$ cat src/rtl/mem_wb_skid_stage.sv
// mem_wb_skid_stage: MEM->WB valid/ready stage with a 2-entry skid buffer, flush, hazard query and stall counter.
module mem_wb_skid_stage #(
  parameter int DATA_WIDTH = 32,
  parameter int RA_W = 5,
  parameter int RSRC_W = 2,
  parameter int CNT_W = 16
) (
  input  logic                  clk,
  input  logic                  rst,
  input  logic                  flush,
  input  logic                  in_valid,
  output logic                  in_ready,
  input  logic [DATA_WIDTH-1:0] in_alu_result,
  input  logic [DATA_WIDTH-1:0] in_read_data,
  input  logic [RA_W-1:0]       in_rd,
  input  logic [DATA_WIDTH-1:0] in_pc_plus4,
  input  logic                  in_reg_write,
  input  logic [RSRC_W-1:0]     in_result_src,
  output logic                  out_valid,
  input  logic                  out_ready,
  output logic [DATA_WIDTH-1:0] out_alu_result,
  output logic [DATA_WIDTH-1:0] out_read_data,
  output logic [RA_W-1:0]       out_rd,
  output logic [DATA_WIDTH-1:0] out_pc_plus4,
  output logic                  out_reg_write,
  output logic [RSRC_W-1:0]     out_result_src,
  input  logic [RA_W-1:0]       q_rs1,
  input  logic [RA_W-1:0]       q_rs2,
  output logic                  q_hit1,
  output logic                  q_hit2,
  output logic [CNT_W-1:0]      stall_count
);
  typedef struct packed {
    logic [DATA_WIDTH-1:0] alu_result;
    logic [DATA_WIDTH-1:0] read_data;
    logic [DATA_WIDTH-1:0] pc_plus4;
    logic [RA_W-1:0]       rd;
    logic                  reg_write;
    logic [RSRC_W-1:0]     result_src;
  } entry_t;
  typedef enum logic [1:0] {EMPTY, ONE, FULL} state_t;
  state_t state;
  entry_t head, skid, cap;
  logic push, pop;
  // ready depends only on registered state, so MEM never sees a combinational path from WB
  assign in_ready = state != FULL;
  assign out_valid = state != EMPTY;
  assign push = in_valid & in_ready;
  assign pop = out_valid & out_ready;
  always_comb begin
    cap.alu_result = in_alu_result;
    cap.read_data = in_read_data;
    cap.pc_plus4 = in_pc_plus4;
    cap.rd = in_rd;
    cap.reg_write = in_reg_write & (in_rd != '0);
    cap.result_src = in_result_src;
  end
  assign out_alu_result = head.alu_result;
  assign out_read_data = head.read_data;
  assign out_rd = head.rd;
  assign out_pc_plus4 = head.pc_plus4;
  assign out_reg_write = head.reg_write & out_valid;
  assign out_result_src = head.result_src;
  assign q_hit1 = (q_rs1 != '0) & ((out_valid & head.reg_write & (head.rd == q_rs1)) |
                  ((state == FULL) & skid.reg_write & (skid.rd == q_rs1)));
  assign q_hit2 = (q_rs2 != '0) & ((out_valid & head.reg_write & (head.rd == q_rs2)) |
                  ((state == FULL) & skid.reg_write & (skid.rd == q_rs2)));
  always_ff @(posedge clk or posedge rst) begin
    if (rst) begin
      state <= EMPTY;
      head <= '0;
      skid <= '0;
      stall_count <= '0;
    end else begin
      if (in_valid && !in_ready && stall_count != '1) stall_count <= stall_count + CNT_W'(1);
      if (flush) state <= EMPTY;
      else if (state == EMPTY) begin
        if (push) begin
          head <= cap;
          state <= ONE;
        end
      end else if (state == ONE) begin
        if (push && pop) head <= cap;
        else if (push) begin
          skid <= cap;
          state <= FULL;
        end else if (pop) state <= EMPTY;
      end else if (pop) begin
        head <= skid;
        state <= ONE;
      end
    end
  end
endmodule
$ cat config.mk
export PLATFORM = sky130hd
export DESIGN_NAME = mem_wb_skid_stage
export DESIGN_NICKNAME = d
export VERILOG_FILES = /design/src/rtl/mem_wb_skid_stage.sv
export SDC_FILE = /design/constraint.sdc
export NUM_CORES = 1
export LEC_CHECK = 0
export CAP_MARGIN = 0
export CORE_MARGIN = 10
export CORE_UTILIZATION = 40
export CTS_CLUSTER_DIAMETER = 200
export DETAILED_ROUTE_END_ITERATION = 16
export PLACE_DENSITY = 0.66
export SYNTH_ARGS = -nofsm -noshare
export SYNTH_HDL_FRONTEND = slang
export SYNTH_SLANG_ARGS = --single-unit
$ cat constraint.sdc
create_clock -name clk -period 9 [get_ports clk]
set_input_delay 1.35 -clock clk [delete_from_list [all_inputs] [get_ports clk]]
set_output_delay 1.35 -clock clk [all_outputs]
set_load 0.02 [all_outputs]
Yosys cells after proc, flatten, opt, wreduce, memory -nomap -nowiden:

Index checks and enable logic that the tools add are counted.

* output and inout bits: 124
* register bits after elaboration: 226
* bits of input ports: 119
* word-level logic and storage cells: 71

* multiplexer cells: 13
* add/subtract/negate cells: 1
* reduce and logical (&&, ||, !) cells: 14
* bitwise logic cells: 16
* equality and inequality tests: 13

Operators with widths (count)
* 104-bit two-way mux: 5
* 5-bit equality test: 4
* 16-bit by 1-bit adder with 16-bit output, second input constant: 1
* 2-bit two-way mux: 8
* 16-bit inequality test, second input constant: 1
* 5-bit nonzero test: 3
* 1-bit bitwise AND: 11
* 4-bit AND reduction: 2
* 5-bit by 4-bit inequality test with 1-bit output, second input constant: 1
* 5-bit AND reduction: 1
* 2-bit inequality test, second input constant: 2
* 4-bit inequality test, second input constant: 1
* 4-bit nonzero test: 1
* 1-bit logical AND: 3
* 3-bit by 2-bit inequality test with 1-bit output, second input constant: 1
* 3-bit inequality test, second input constant: 1
* 1-bit inverter: 3
* 3-bit nonzero test: 1
* 2-bit by 1-bit equality test with 1-bit output, second input constant: 1
* 2-bit equality test, second input constant: 1
* 2-bit logical NOT: 1
* 1-bit OR: 2
* 2-bit nonzero test: 1
* 1-bit logical NOT: 1

Logic depth before layout (Yosys ltp):

* word-level depth: 8
* gate-level depth with buffers: 9
* depth with buffers taken out: 5

Worst setup path before layout:

Ideal clock, no wire load.

* path kind: input port to output port
* from: input q_rs2[2]
* to: output q_hit2
* cell stages on the path: 4
* path buffers: 0
* path slack: 5445 ps
* required time: 7650 ps
* arrival time: 2205 ps
* cell sequence: xor2_1 nor4_1 nand3_1 a21oi_1

* word-level cells in the longest chain between the ends: 4
* elaborated cells between the ends (all ways): 7
* those cells by class: eq/ne (2); bitwise (4); reduce/logical (1)

RTL lines
* start, declared: line 28 `input logic [RA_W-1:0] q_rs2,`
* 5-bit equality test, on equally long branches: line 66, 67
* 1-bit bitwise AND, on equally long branches: line 66, 67
* 1-bit OR: line 66 `assign q_hit2 = (q_rs2 != '0) & ((out_valid & head.reg_write & (head.rd == q_rs2)) |`
* 1-bit bitwise AND *: line 66
* end, declared: line 30 `output logic q_hit2,`

Mark *: on every way between the ends. The rest lies on a longest branch, timed or not.

Final worst setup path:

* from: register state[1]
* to: output q_hit1

* word-level cells in the longest chain between the ends: 5
* elaborated cells between the ends (all ways): 8
* those cells by class: eq/ne (1); bitwise (6); reduce/logical (1)

RTL lines
* start, declared: line 42 `state_t state;`
* start signal, assigned: line 70 `state <= EMPTY;`
* start signal, assigned: line 76 `if (flush) state <= EMPTY;`
* start signal, assigned: line 80 `state <= ONE;`
* 2-bit equality test / 2-bit nonzero test (equally long branches): line 65, 47
* 1-bit bitwise AND, on equally long branches (2 in series): line 65, 64
* 1-bit OR *: line 64 `assign q_hit1 = (q_rs1 != '0) & ((out_valid & head.reg_write & (head.rd == q_rs1)) |`
* 1-bit bitwise AND *: line 64
* end, declared: line 29 `output logic q_hit1,`

Marked as above.

==> impl_results.md <==
- ANT nets after route: 0
- Seq cells post-synth: 226
- Final Cell Area: around 13000 um2
- Critical Path Start Type: flop
- Fin cells: 1381
- Arrival time worst endpoint: around 3600 ps
- Clock-pin slew on the worst setup and hold paths: about 60 ps
- Yosys warns: 0
- Final Hold Viols: 0
- PortBufs: approximately 240
- Worst-margin pin slew: between 800 and 900 ps
- Total Power: ~3.0 mW
- Max H-tree Level: 1
- Placed Cells incl. Taps: about 1300
- Max FO, Critical Path: between 40 and 50
- Post-CTS Setup Bufs: 0
- Leak pwr: 5.47 nW
- Min-delay src: out_alu_result[28]
- Clock buffer depth: 3
- CP Launch Point: state[1]
- Cell row count: a little under 60
- Avg Inst Size Synth: ~12 um2
- Commonest non-fill, non-tap cell in the layout: clkdlybuf4s50_1
- Critical path required time: about 7700 ps
- Fmax achieved: around 0.20 GHz
- Top-area cell type share of the netlist area: 53.5%
- Worst clock skew: around 6.3 ps
- RR Startpoint: state[1]
- Synth Cell Area: around 11000 um2
- Die width: ~180 um
- CTS Buf Count: 25
- TritonRoute pass-1 iters: 6
- Initial Utilization: a little over 40%
- Status: complete, no violations
- Final TNS setup: 0 ps
- Post_cts resized: 0
- Most area-consuming cells after synthesis: dfrtp_1 54%, mux2_2 11%, mux2i_1 9.9%
- Root Buffer: clkbuf_16
- Die area: ~33000 um2
- Crit path capture type: primary output
- Final Cycle Share: a little under three fifths
- First-pass GRT wire length: approximately 40000 um
- Nets: approximately 1100
- DR vias: between 6000 and 7000
- Die Y: 183 um
- Num ports: 243
- Crit Path Class: reg -> out
- Diodes inserted: 0
- Final period demand of the worst path: 4960 ps
- Final setup violation count: 0
- P&R area growth vs syn: 25.7%
- RSZ-0062 raised after global routing: false
- Post-DR wirelength/cell: 17.8 um
- Global route total overflow: 0
- Worst VDD drop: roughly 0.15 mV
- 1st-iter DRT viols: between 300 and 400
- TritonCTS clock tree: yes
- Largest net degree at the start of global routing: ~100
- Drt drc: 0
- Vias in the first global route: approximately 7000
- Cells on worst reg2reg path: 4
- Later-pin clock latency in the skew report: approximately 500 ps
- Proportion of layout cells with a drive suffix above 1: roughly 15%
- Max_cap viols: 0
- Filler Cells Inserted: 2290
- Multi-input gate area: 3890 um2
- Syn nets: 1023
- Tot GR Track Use: roughly 14%
- Pwr per Cell Area: 229 nW/um2
- Hold WC Path Type: reg -> reg
- Core footprint: ~26000 um2
- Hold path depth: 2
- Cell count after synthesis: between 900 and 1000
- Post-CTS Hold Buffers: 0
- Hold_ws: 480 ps
- Commonest cells after routing, fill and taps aside: 242 x clkdlybuf4s50_1, 225 x dfrtp_1, 111 x nand2_1
- Placement Cell Area: between 10000 and 15000 um2
- Wirelength, routed: ~25000 um
- Yosys top cell by area: dfrtp_1
- Detailed Place HPWL: ~17000 um
- Slew margin rel.: about two fifths
- Final number of max-transition violations: 0
- Initial antenna violation count: 0
- Post-synthesis sequential area ratio: a little over half
- Synth cell types: 36
- Reg area: between 5000 and 6000 um2
- Via density: ~5
- Placer Congestion: ~0.78
- Clock sink count: around 230
==> critical path, stage by stage, from the launching register on <==
cell	delay, ps
dfrtp_4	800
buf_4	720
nand3b_1	220
nor4_1	390
nand3_1	120
a21oi_1	160
clkdlybuf4s50_1	640
==> final timing paths <==
check,endpoint,slack [ps]
worst min register to register,out_alu_result[28],480
worst max register to register,skid[97],6200
max in group asynchronous,state[1],6270
worst min-delay path,out_alu_result[28],480
worst max-delay path,q_hit1,4040
min in group asynchronous,out_read_data[29],1370
==> per-layer routing <==
metal	up-vias	part of all wire (%)	global-route usage, %
met2	183	44	21.7
met1	3286	44	18.9
met5	-	0	0
li1	3267	-	-
met3	35	9.5	5.86
met4	0	1.8	3.16
==> registers in the layout (all words and copies together) (netlist names) <==
name,cells
out_pc_plus4,32
out_rd,5
skid,104
state,2
head,1
out_alu_result,32
out_result_src,2
out_read_data,32
stall_count,16
==> cells in the mapped netlist <==
master and n:
buf_4 104, and2_1 1, a211o_1 1, or2_1 1, and4_1 1, nand3_1 9
mux2_4 1, o211ai_1 1, a21oi_1 3, ha_1 1, buf_1 10, o2111ai_1 1
and3_1 1, nand2b_1 2, o21ai_0 76, mux2_2 105, xor2_1 19, clkbuf_1 17
buf_2 14, buf_6 6, xnor2_1 16, nor3_1 6, or4_1 3, nor4_1 7
mux2i_1 104, nand2_1 111, nor4_2 1, nor2_1 6, nand3b_1 2, nand4b_1 1
a211oi_1 1, nand4_1 9, o21ai_1 30, nor4_4 1, dfrtp_1 226, inv_1 5
==> cell type report <==
class / instances / area share, %
Sequential cell: 226 / 42.6
Multi-Input combinational cell: 521 / 29.3
Timing Repair Buffer: 250 / 18.7
Clock buffer: 39 / 5.71
Tap cell: 335 / 3.16
Clock inverter: 5 / 0.377
Inverter: 5 / 0.198
==> logic make-up after synthesis <==
group	count (synthesis)	share of synthesized area [%]
flops	226	53.5
mux	210	21.2
simple gates	162	6.95
buf+inv	156	9.83
compound gates	113	5.47
xor+xnor	35	2.90
fa+ha+maj	1	0.118
==> power breakdown <==
part | switching [mW] | total [mW] | internal [mW]
Sequential | 0.137 | 1.38 | 1.24
Combinational | 0.308 | 0.671 | 0.363
Clock | 0.395 | 0.998 | 0.602
Total | 0.840 | 3.05 | 2.21
==> stage by stage <==
step	setup WS, ps	util [%]
final	4040	51.0
after global routing	3720	51.0
after CTS	3970	51.0
after detailed placement	4390	47.9
after global placement	4450	47.9
after floorplan	1460	-
Note: power is estimated with default switching activity, not from simulation.
